===== config.mk =====
export PLATFORM = sky130hd
export DESIGN_NAME = pipe_hazard_ctrl
export DESIGN_NICKNAME = d
export VERILOG_FILES = /design/src/rtl/core_pkg.sv /design/src/rtl/stall_watchdog.sv /design/src/rtl/pipe_hazard_ctrl.sv
export SDC_FILE = /design/constraint.sdc
export NUM_CORES = 1
export LEC_CHECK = 0
export CAP_MARGIN = 10
export CORE_ASPECT_RATIO = 0.9
export CORE_MARGIN = 1.5
export CORE_UTILIZATION = 45
export DETAILED_ROUTE_END_ITERATION = 6
export HOLD_SLACK_MARGIN = 0.05
export PLACE_DENSITY = 0.69
export SLEW_MARGIN = 40
export SYNTH_ARGS = -nofsm -noshare
export SYNTH_HDL_FRONTEND = slang
export SYNTH_HIERARCHICAL = 1
export SYNTH_SLANG_ARGS = --single-unit

===== constraint.sdc =====
create_clock -name clk -period 5.2 [get_ports clk]
set_input_delay 0.52 -clock clk [delete_from_list [all_inputs] [get_ports clk]]
set_output_delay 0.52 -clock clk [all_outputs]
set_load 0.01 [all_outputs]

===== src/rtl/core_pkg.sv =====
// Shared pipeline definitions: sequencer states, stage indices and the NOP used on flush.
// Stage indices name the register each enable loads (IF = PC, ID = IF/ID, ...).
package core_pkg;

    typedef enum logic [1:0] {
        RUN   = 2'd0,
        FLUSH = 2'd1,
        MWAIT = 2'd2
    } state_e;

    localparam int STG_IF   = 0;
    localparam int STG_ID   = 1;
    localparam int STG_IE   = 2;
    localparam int STG_IMEM = 3;
    localparam int STG_WB   = 4;
    localparam int STG_NUM  = 5;

    localparam logic [31:0] NOP_INSN = 32'h0000_0013;

    // Pipeline registers load the NOP whenever flush is raised, regardless of enable.
    function automatic logic [31:0] stage_insn(input logic flush, input logic [31:0] insn);
        return flush ? NOP_INSN : insn;
    endfunction

endpackage


===== src/rtl/stall_watchdog.sv =====
// Stall watchdog: saturating count of consecutive stall cycles plus a sticky timeout flag.
// Latency: flag registered, visible the cycle after the MAX_STALL-th stall; no backpressure.
// Cleared only by synchronous reset; any non-stall cycle clears the count but not the flag.
module stall_watchdog #(
    parameter int MAX_STALL = 64
) (
    input  logic clk,
    input  logic rst,
    input  logic stall,
    output logic stall_timeout
);

    localparam logic [7:0] MAX_CNT = 8'(MAX_STALL);

    logic [7:0] stall_cnt_q, stall_cnt_d;
    logic       timeout_q, timeout_d;

    always_comb begin
        stall_cnt_d = stall_cnt_q;
        timeout_d   = timeout_q;
        if (!stall) begin
            stall_cnt_d = 8'd0;
        end else if (stall_cnt_q != MAX_CNT) begin
            stall_cnt_d = stall_cnt_q + 8'd1;
        end
        if (stall_cnt_d == MAX_CNT) begin
            timeout_d = 1'b1;
        end
    end

    always_ff @(posedge clk) begin
        if (rst) begin
            stall_cnt_q <= 8'd0;
            timeout_q   <= 1'b0;
        end else begin
            stall_cnt_q <= stall_cnt_d;
            timeout_q   <= timeout_d;
        end
    end

    assign stall_timeout = timeout_q;

endmodule


===== src/rtl/pipe_hazard_ctrl.sv =====
// 5-stage pipeline sequencer: prioritised stall/flush merge, branch flush FSM, watchdog.
// Latency: enables/flushes combinational (same-cycle stall); state and counters registered.
// Backpressure: dmem_busy freezes every stage; PIPE_HAZARD_PERF_EN adds perf counters.
module pipe_hazard_ctrl
    import core_pkg::*;
#(
    parameter int FLUSH_CYCLES = 2,
    parameter int MAX_STALL    = 64
) (
    input  logic        clk,
    input  logic        rst,
    input  logic        br_stall,
    input  logic        lu_stall,
    input  logic        branch_taken,
    input  logic        imem_ready,
    input  logic        dmem_busy,
    output logic        pc_en,
    output logic        if_id_en,
    output logic        id_ie_en,
    output logic        ie_imem_en,
    output logic        imem_wb_en,
    output logic        if_id_flush,
    output logic        id_ie_flush,
    output logic        stall_timeout
`ifdef PIPE_HAZARD_PERF_EN
    ,
    output logic [31:0] perf_stall_cnt,
    output logic [31:0] perf_flush_cnt,
    output logic [31:0] perf_mwait_cnt
`endif
);

    localparam logic [2:0] FLUSH_LOAD = 3'(FLUSH_CYCLES - 1);

    state_e             state_q, state_d;
    logic [2:0]         cnt_q, cnt_d;
    logic               in_flush;
    logic [STG_NUM-1:0] stage_en;

    // MWAIT keeps the frozen count, so leaving it resumes the flush when one is pending.
    assign in_flush = (state_q != RUN) && (cnt_q != 3'd0);

    always_ff @(posedge clk) begin
        if (rst) begin
            state_q <= RUN;
            cnt_q   <= 3'd0;
        end else begin
            state_q <= state_d;
            cnt_q   <= cnt_d;
        end
    end

    always_comb begin
        state_d = RUN;
        cnt_d   = cnt_q;
        if (dmem_busy) begin
            state_d = MWAIT;
        end else if (branch_taken) begin
            cnt_d   = FLUSH_LOAD;
            state_d = (FLUSH_LOAD != 3'd0) ? FLUSH : RUN;
        end else if (in_flush) begin
            cnt_d   = cnt_q - 3'd1;
            state_d = (cnt_d != 3'd0) ? FLUSH : RUN;
        end
    end

    always_comb begin
        stage_en    = '1;
        if_id_flush = 1'b0;
        id_ie_flush = 1'b0;
        if (rst) begin
            stage_en    = '0;
            if_id_flush = 1'b1;
            id_ie_flush = 1'b1;
        end else if (dmem_busy) begin
            stage_en = '0;
        end else if (branch_taken) begin
            if_id_flush = 1'b1;
            id_ie_flush = 1'b1;
        end else if (in_flush) begin
            // ID already holds a bubble, so hazard requests are moot here.
            if_id_flush = 1'b1;
        end else if (br_stall || lu_stall) begin
            stage_en[STG_IF] = 1'b0;
            stage_en[STG_ID] = 1'b0;
            id_ie_flush      = 1'b1;
        end else if (!imem_ready) begin
            stage_en[STG_IF] = 1'b0;
            if_id_flush      = 1'b1;
        end
    end

    assign pc_en      = stage_en[STG_IF];
    assign if_id_en   = stage_en[STG_ID];
    assign id_ie_en   = stage_en[STG_IE];
    assign ie_imem_en = stage_en[STG_IMEM];
    assign imem_wb_en = stage_en[STG_WB];

    stall_watchdog #(
        .MAX_STALL (MAX_STALL)
    ) u_stall_watchdog (
        .clk           (clk),
        .rst           (rst),
        .stall         (~pc_en),
        .stall_timeout (stall_timeout)
    );

`ifdef PIPE_HAZARD_PERF_EN
    logic [31:0] perf_stall_q, perf_stall_d;
    logic [31:0] perf_flush_q, perf_flush_d;
    logic [31:0] perf_mwait_q, perf_mwait_d;

    always_comb begin
        perf_stall_d = perf_stall_q + {31'd0, ~pc_en};
        perf_flush_d = perf_flush_q + {31'd0, if_id_flush};
        perf_mwait_d = perf_mwait_q + {31'd0, dmem_busy};
    end

    always_ff @(posedge clk) begin
        if (rst) begin
            perf_stall_q <= 32'd0;
            perf_flush_q <= 32'd0;
            perf_mwait_q <= 32'd0;
        end else begin
            perf_stall_q <= perf_stall_d;
            perf_flush_q <= perf_flush_d;
            perf_mwait_q <= perf_mwait_d;
        end
    end

    assign perf_stall_cnt = perf_stall_q;
    assign perf_flush_cnt = perf_flush_q;
    assign perf_mwait_cnt = perf_mwait_q;
`endif

endmodule


; ---- Word level (Yosys, flattened, before mapping)
; Index checks and enable logic that the tools add are counted.
; Widths: inputs -> output; s select.
[classes]
mux = 27
eq_ne = 2
add_sub_neg = 2
reduce_logical = 8
bitwise = 1
[op_table]
columns = cell, count
row1 = $mux 1, 17
row2 = $mux 8, 2
row3 = $mux 3, 3
row4 = $add 8x1->8 const B, 1
row5 = $eq 8x7->1 const B, 1
row6 = $mux 2, 4
row7 = $ne 8x7->1 const B, 1
row8 = $reduce_bool 3->1, 2
row9 = $mux 5, 1
row10 = $reduce_bool 2->1, 2
row11 = $sub 3x1->3 const B, 1
row12 = $reduce_and 2->1, 1
row13 = $reduce_or 2->1, 1
row14 = $logic_and 1x1->1, 1
row15 = $logic_or 1x1->1, 1
row16 = $not 1->1, 1
[totals]
register_bits = 14
output_inout_bits = 8
word_cells = 45

; ---- Longest topological paths before layout
[logic_depth]
word_depth = 8
ltp_mapped = 8

; ---- Modules after synthesis
; The synthesis kept the hierarchy.
[by_module_without_submodules]
columns = module, seq_area_each_um2, n_inst, cells_per_inst, area_each_um2
row1 = stall_watchdog, 180.2, 1, 62, 543.0
row2 = pipe_hazard_ctrl, 100.1, 1, 49, 376.6

; ---- Worst setup path after synthesis
; No wires, ideal clock.
[synth_path]
path_kind = in2out
start = input rst
end = output pc_en
n_path_buf = 1
path_stages = 3
required_time_ns = 4.680
setup_slack_ns = 3.310
t_arrival_ns = 1.370
cell_sequence = clkbuf_1 nor2_1 a21boi_0
[synth_between]
elab_chain_cells = 1
[synth_rtl]
columns = item, line
row1 = from (decl), pipe_hazard_ctrl.sv:11  ; input logic rst,
row2 = $mux 5, pipe_hazard_ctrl.sv:71  ; if (rst) begin
row3 = to (decl), pipe_hazard_ctrl.sv:17  ; output logic pc_en,
; Every way passes these cells.

; ---- Worst setup path in the final report
; Ends and elaborated chain as after synthesis.

==> out/qor.log <==
INFO  run_status     outcome=finished clean
INFO  critical_path  rr_endpoint=u_stall_watchdog/stall_timeout
INFO  detailed_routing antenna_left=0
INFO  placement      buffer_ports.inserted=14
INFO  floorplanning  top_level_ports=15
INFO  synth          netlist_top_cells_area=dfxtp_1 30%, ha_1 6.8%, nor2_1 5.3%, xor2_1 4.8%, inv_1 2.9%
INFO  critical_path  timing_worst_setup_path_type=primary input to output pin
INFO  global_route   grt_pass1_vias=675
INFO  layout         n_antenna_cell=0
INFO  cts            holdBufCountCts=0
INFO  critical_path  reg2reg_depth=8
INFO  critical_path  timing.rr.start=cnt_q[1]
INFO  timing         final.setup_skew=0.00253ns
INFO  floorplanning  core_area=0.00191mm²
INFO  detailed_routing avgRoutedWirePerCell=12.4µm
INFO  synth          synth_top_cell_by_area=dfxtp_1
INFO  worst_hold_path holdPathEnd=cnt_q[1]
INFO  synth          ys_seq_area_share=30.5%
INFO  global_route   globalRoute.totalOverflow=0
INFO  global_route   antenna_violations_before_repair=0
INFO  pwr            power_per_cell_area=221mW/mm²
INFO  detailed_routing first_iter_violations=34
INFO  timing         rsz0062_at_grt=no
INFO  critical_path  start_point_of_the_critical_path=rst
INFO  worst_hold_path worstHoldPathType=flip-flop to flip-flop
INFO  global_route   global_routing_usage_summed_across_all_routing_layers=17.5%
INFO  cts            clock_tree_from_tritoncts=yes
INFO  critical_path  cp_max_fo=12
INFO  pwr            vdd_drop_max=0.149mV
INFO  synth          synth_largest_type_area_fraction=30.5%
INFO  synth          yosys.cell_count.top_type=dfxtp_1
INFO  floorplanning  height_of_the_die=45.9µm
INFO  global_route   wire_length_of_the_first_global_routing_pass=2.96mm
INFO  timing         final_hold_slack=0.489ns
INFO  synth          synth_top_cells_by_count=14 x dfxtp_1, 13 x nor2_1, 7 x inv_1
INFO  cts            post_cts.resized_instances=0
INFO  synth          synth_cells=111
INFO  detailed_routing routed_via_density=5.68
INFO  layout         fraction_of_layout_cells_with_a_size_suffix_above_1=9.02%
INFO  layout         fillers=192
INFO  timing         layout_worst_path_cycle_share=52.6%
INFO  detailed_routing drt_pass1_iterations=4
INFO  detailed_routing drt_drc_violations_left=0
INFO  job            max-cap-violations=0
INFO  timing         timing_hold_violations_final=0
INFO  worst_hold_path whs_path_depth=2
INFO  global_route   maximum_number_of_pins_on_one_net_before_global_route_repair=13
INFO  cts            cts_max_level=1
INFO  detailed_routing drt-total-wl=1.82mm
INFO  floorplanning  die-width=50.7µm
INFO  placement      detailed_place_hpwl=1.36mm
INFO  synth          synth_nets=123
INFO  synth          async_flop_share=0%
INFO  synth          synth_cell_type_count=42
INFO  placement      final_weighted_congestion_in_routability_driven_placement=0.849
INFO  synth          ys_warn_count=6
INFO  cts            clk_latency=0.28ns
INFO  layout         nets=135
INFO  synth          ys_dominant_reg_cell=dfxtp_1
INFO  cts            post-cts-setup-buffer-count=0
INFO  timing         timing.slew.headroom=75.0%
INFO  timing         final_max_slew_viol_count=0
INFO  critical_path  start_kind=primary input
INFO  floorplanning  die_area=0.00232mm²
INFO  critical_path  kind_of_end_point_of_the_critical_path=output pin
INFO  critical_path  cp.required=4.68ns
INFO  timing         finalSetupViolCount=0
INFO  synth          synth.cell_area=920µm²
INFO  pwr            power_leakage=0.400nW
INFO  synth          yosys_register_bits=14
INFO  synth          synth_enable_flop_cells=0
INFO  timing         timing.fmax=366MHz
INFO  synth          synthesis.area_per_instance=8.28µm²
INFO  critical_path  rrSetupSlack=3.26ns
INFO  floorplanning  rows=15
INFO  detailed_routing via_count=835
INFO  worst_hold_path timing.hold.worst.start=cnt_q[1]
INFO  timing         timing.final.crit_period=2.73ns
INFO  floorplanning  start_util=48.0%
INFO  timing         max_slew.worst_pin.slew=0.373ns
INFO  critical_path  cp_data_arrival_time=2.21ns
INFO  cts            root_buffer=clkbuf_4
INFO  cts            clk_transition_reported_paths=0.08ns
INFO  cts            cts_sinks=14
INFO  cts            clockBufferDepth=2
INFO  layout         flow.area_growth_from_synthesis=17.6%
INFO  cts            cts_buffers=3
INFO  timing         setup_tns=0ns
## final cells by class
class                   instances  area [µm²]  area share, %
multi-input cells              83         567           52.4
well taps                      25        31.3           2.89
clock buffers                   4        36.3           3.36
repair buffers                 14         140           13.0
flip-flops and latches         14         280           25.9
inverters                       7        26.3           2.43
## cells by family after synthesis
| family | Yosys count | share of synthesized area (%) |
|---|---|---|
| xor gates and xnor gates | 8 | 7.62 |
| AOI/OAI and AO/OA | 23 | 18.5 |
| DFF | 14 | 30.5 |
| muxes | 1 | 1.09 |
| buffers and inverters | 14 | 7.89 |
| adders and majority gates | 5 | 6.80 |
| and+or+nand+nor | 46 | 27.6 |
## report_power, final
part / internal, W / switching (W) / total, W
Clock: 0.0000427 / 0.0000350 / 0.0000777
Combinational: 0.0000221 / 0.0000227 / 0.0000447
Sequential: 0.000111 / 0.00000523 / 0.000116
Total: 0.000176 / 0.0000629 / 0.000239
## flip-flops by register name, indices dropped and copies added, names as in the netlist
| name | cells |
|---|---|
| u_stall_watchdog/stall_timeout | 1 |
| cnt_q | 3 |
| u_stall_watchdog/stall_cnt_q | 8 |
| state_q | 2 |
## metrics by stage
| stage | utilization, % | total power (W) | cells | worst slack [ns] | area, µm² |
|---|---|---|---|---|---|
| final | 56.5 | 0.000239 | 147 | 2.47 | 1080 |
| after global routing | 56.5 | 0.000253 | 147 | 2.34 | 1080 |
| after CTS | 56.5 | 0.000242 | 147 | 2.44 | 1080 |
| after detailed placement | 54.6 | 0.000163 | 143 | 2.47 | 1040 |
| after global placement | 54.6 | 0.000162 | 143 | 2.53 | 1040 |
| after floorplan | - | 0.000147 | 111 | 3.31 | 920 |
## worst max-delay path by stage
stage and to:
2_1_floorplan pc_en, 3_3_place_gp pc_en, 3_5_place_dp pc_en, 4_1_cts pc_en, 5_1_grt pc_en, 6_report pc_en
## worst max-delay path, stage by stage
cell             delay [ns]
clkdlybuf4s50_1        0.59
nor2_1                 0.32
a21boi_0               0.22
clkdlybuf4s50_1        0.56
## routing by layer
metal  track usage [%]  part of all wire [%]  up-vias
li1                  -                     -      414
met1              24.1                    47      379
met2              24.7                    41       38
met3              6.58                    11        4
met4              6.49                   1.2        0
met5                 0                     0        -
## placed cells by master, fill, tap and decap left out, types with 3 or more instances in the layout
cell type | Yosys | routed
ha_1 | 5 | 5
clkdlybuf4s50_1 | 0 | 14
nor2_1 | 13 | 13
clkbuf_4 | 0 | 3
xnor2_1 | 3 | 3
o21ai_0 | 3 | 3
nand2_1 | 6 | 6
inv_1 | 7 | 7
dfxtp_1 | 14 | 14
a211o_1 | 3 | 3
xor2_1 | 5 | 5
nand4_1 | 4 | 4
a21oi_1 | 5 | 5
nand2b_1 | 3 | 3
No activity file was read; power rests on OpenSTA's default activity.
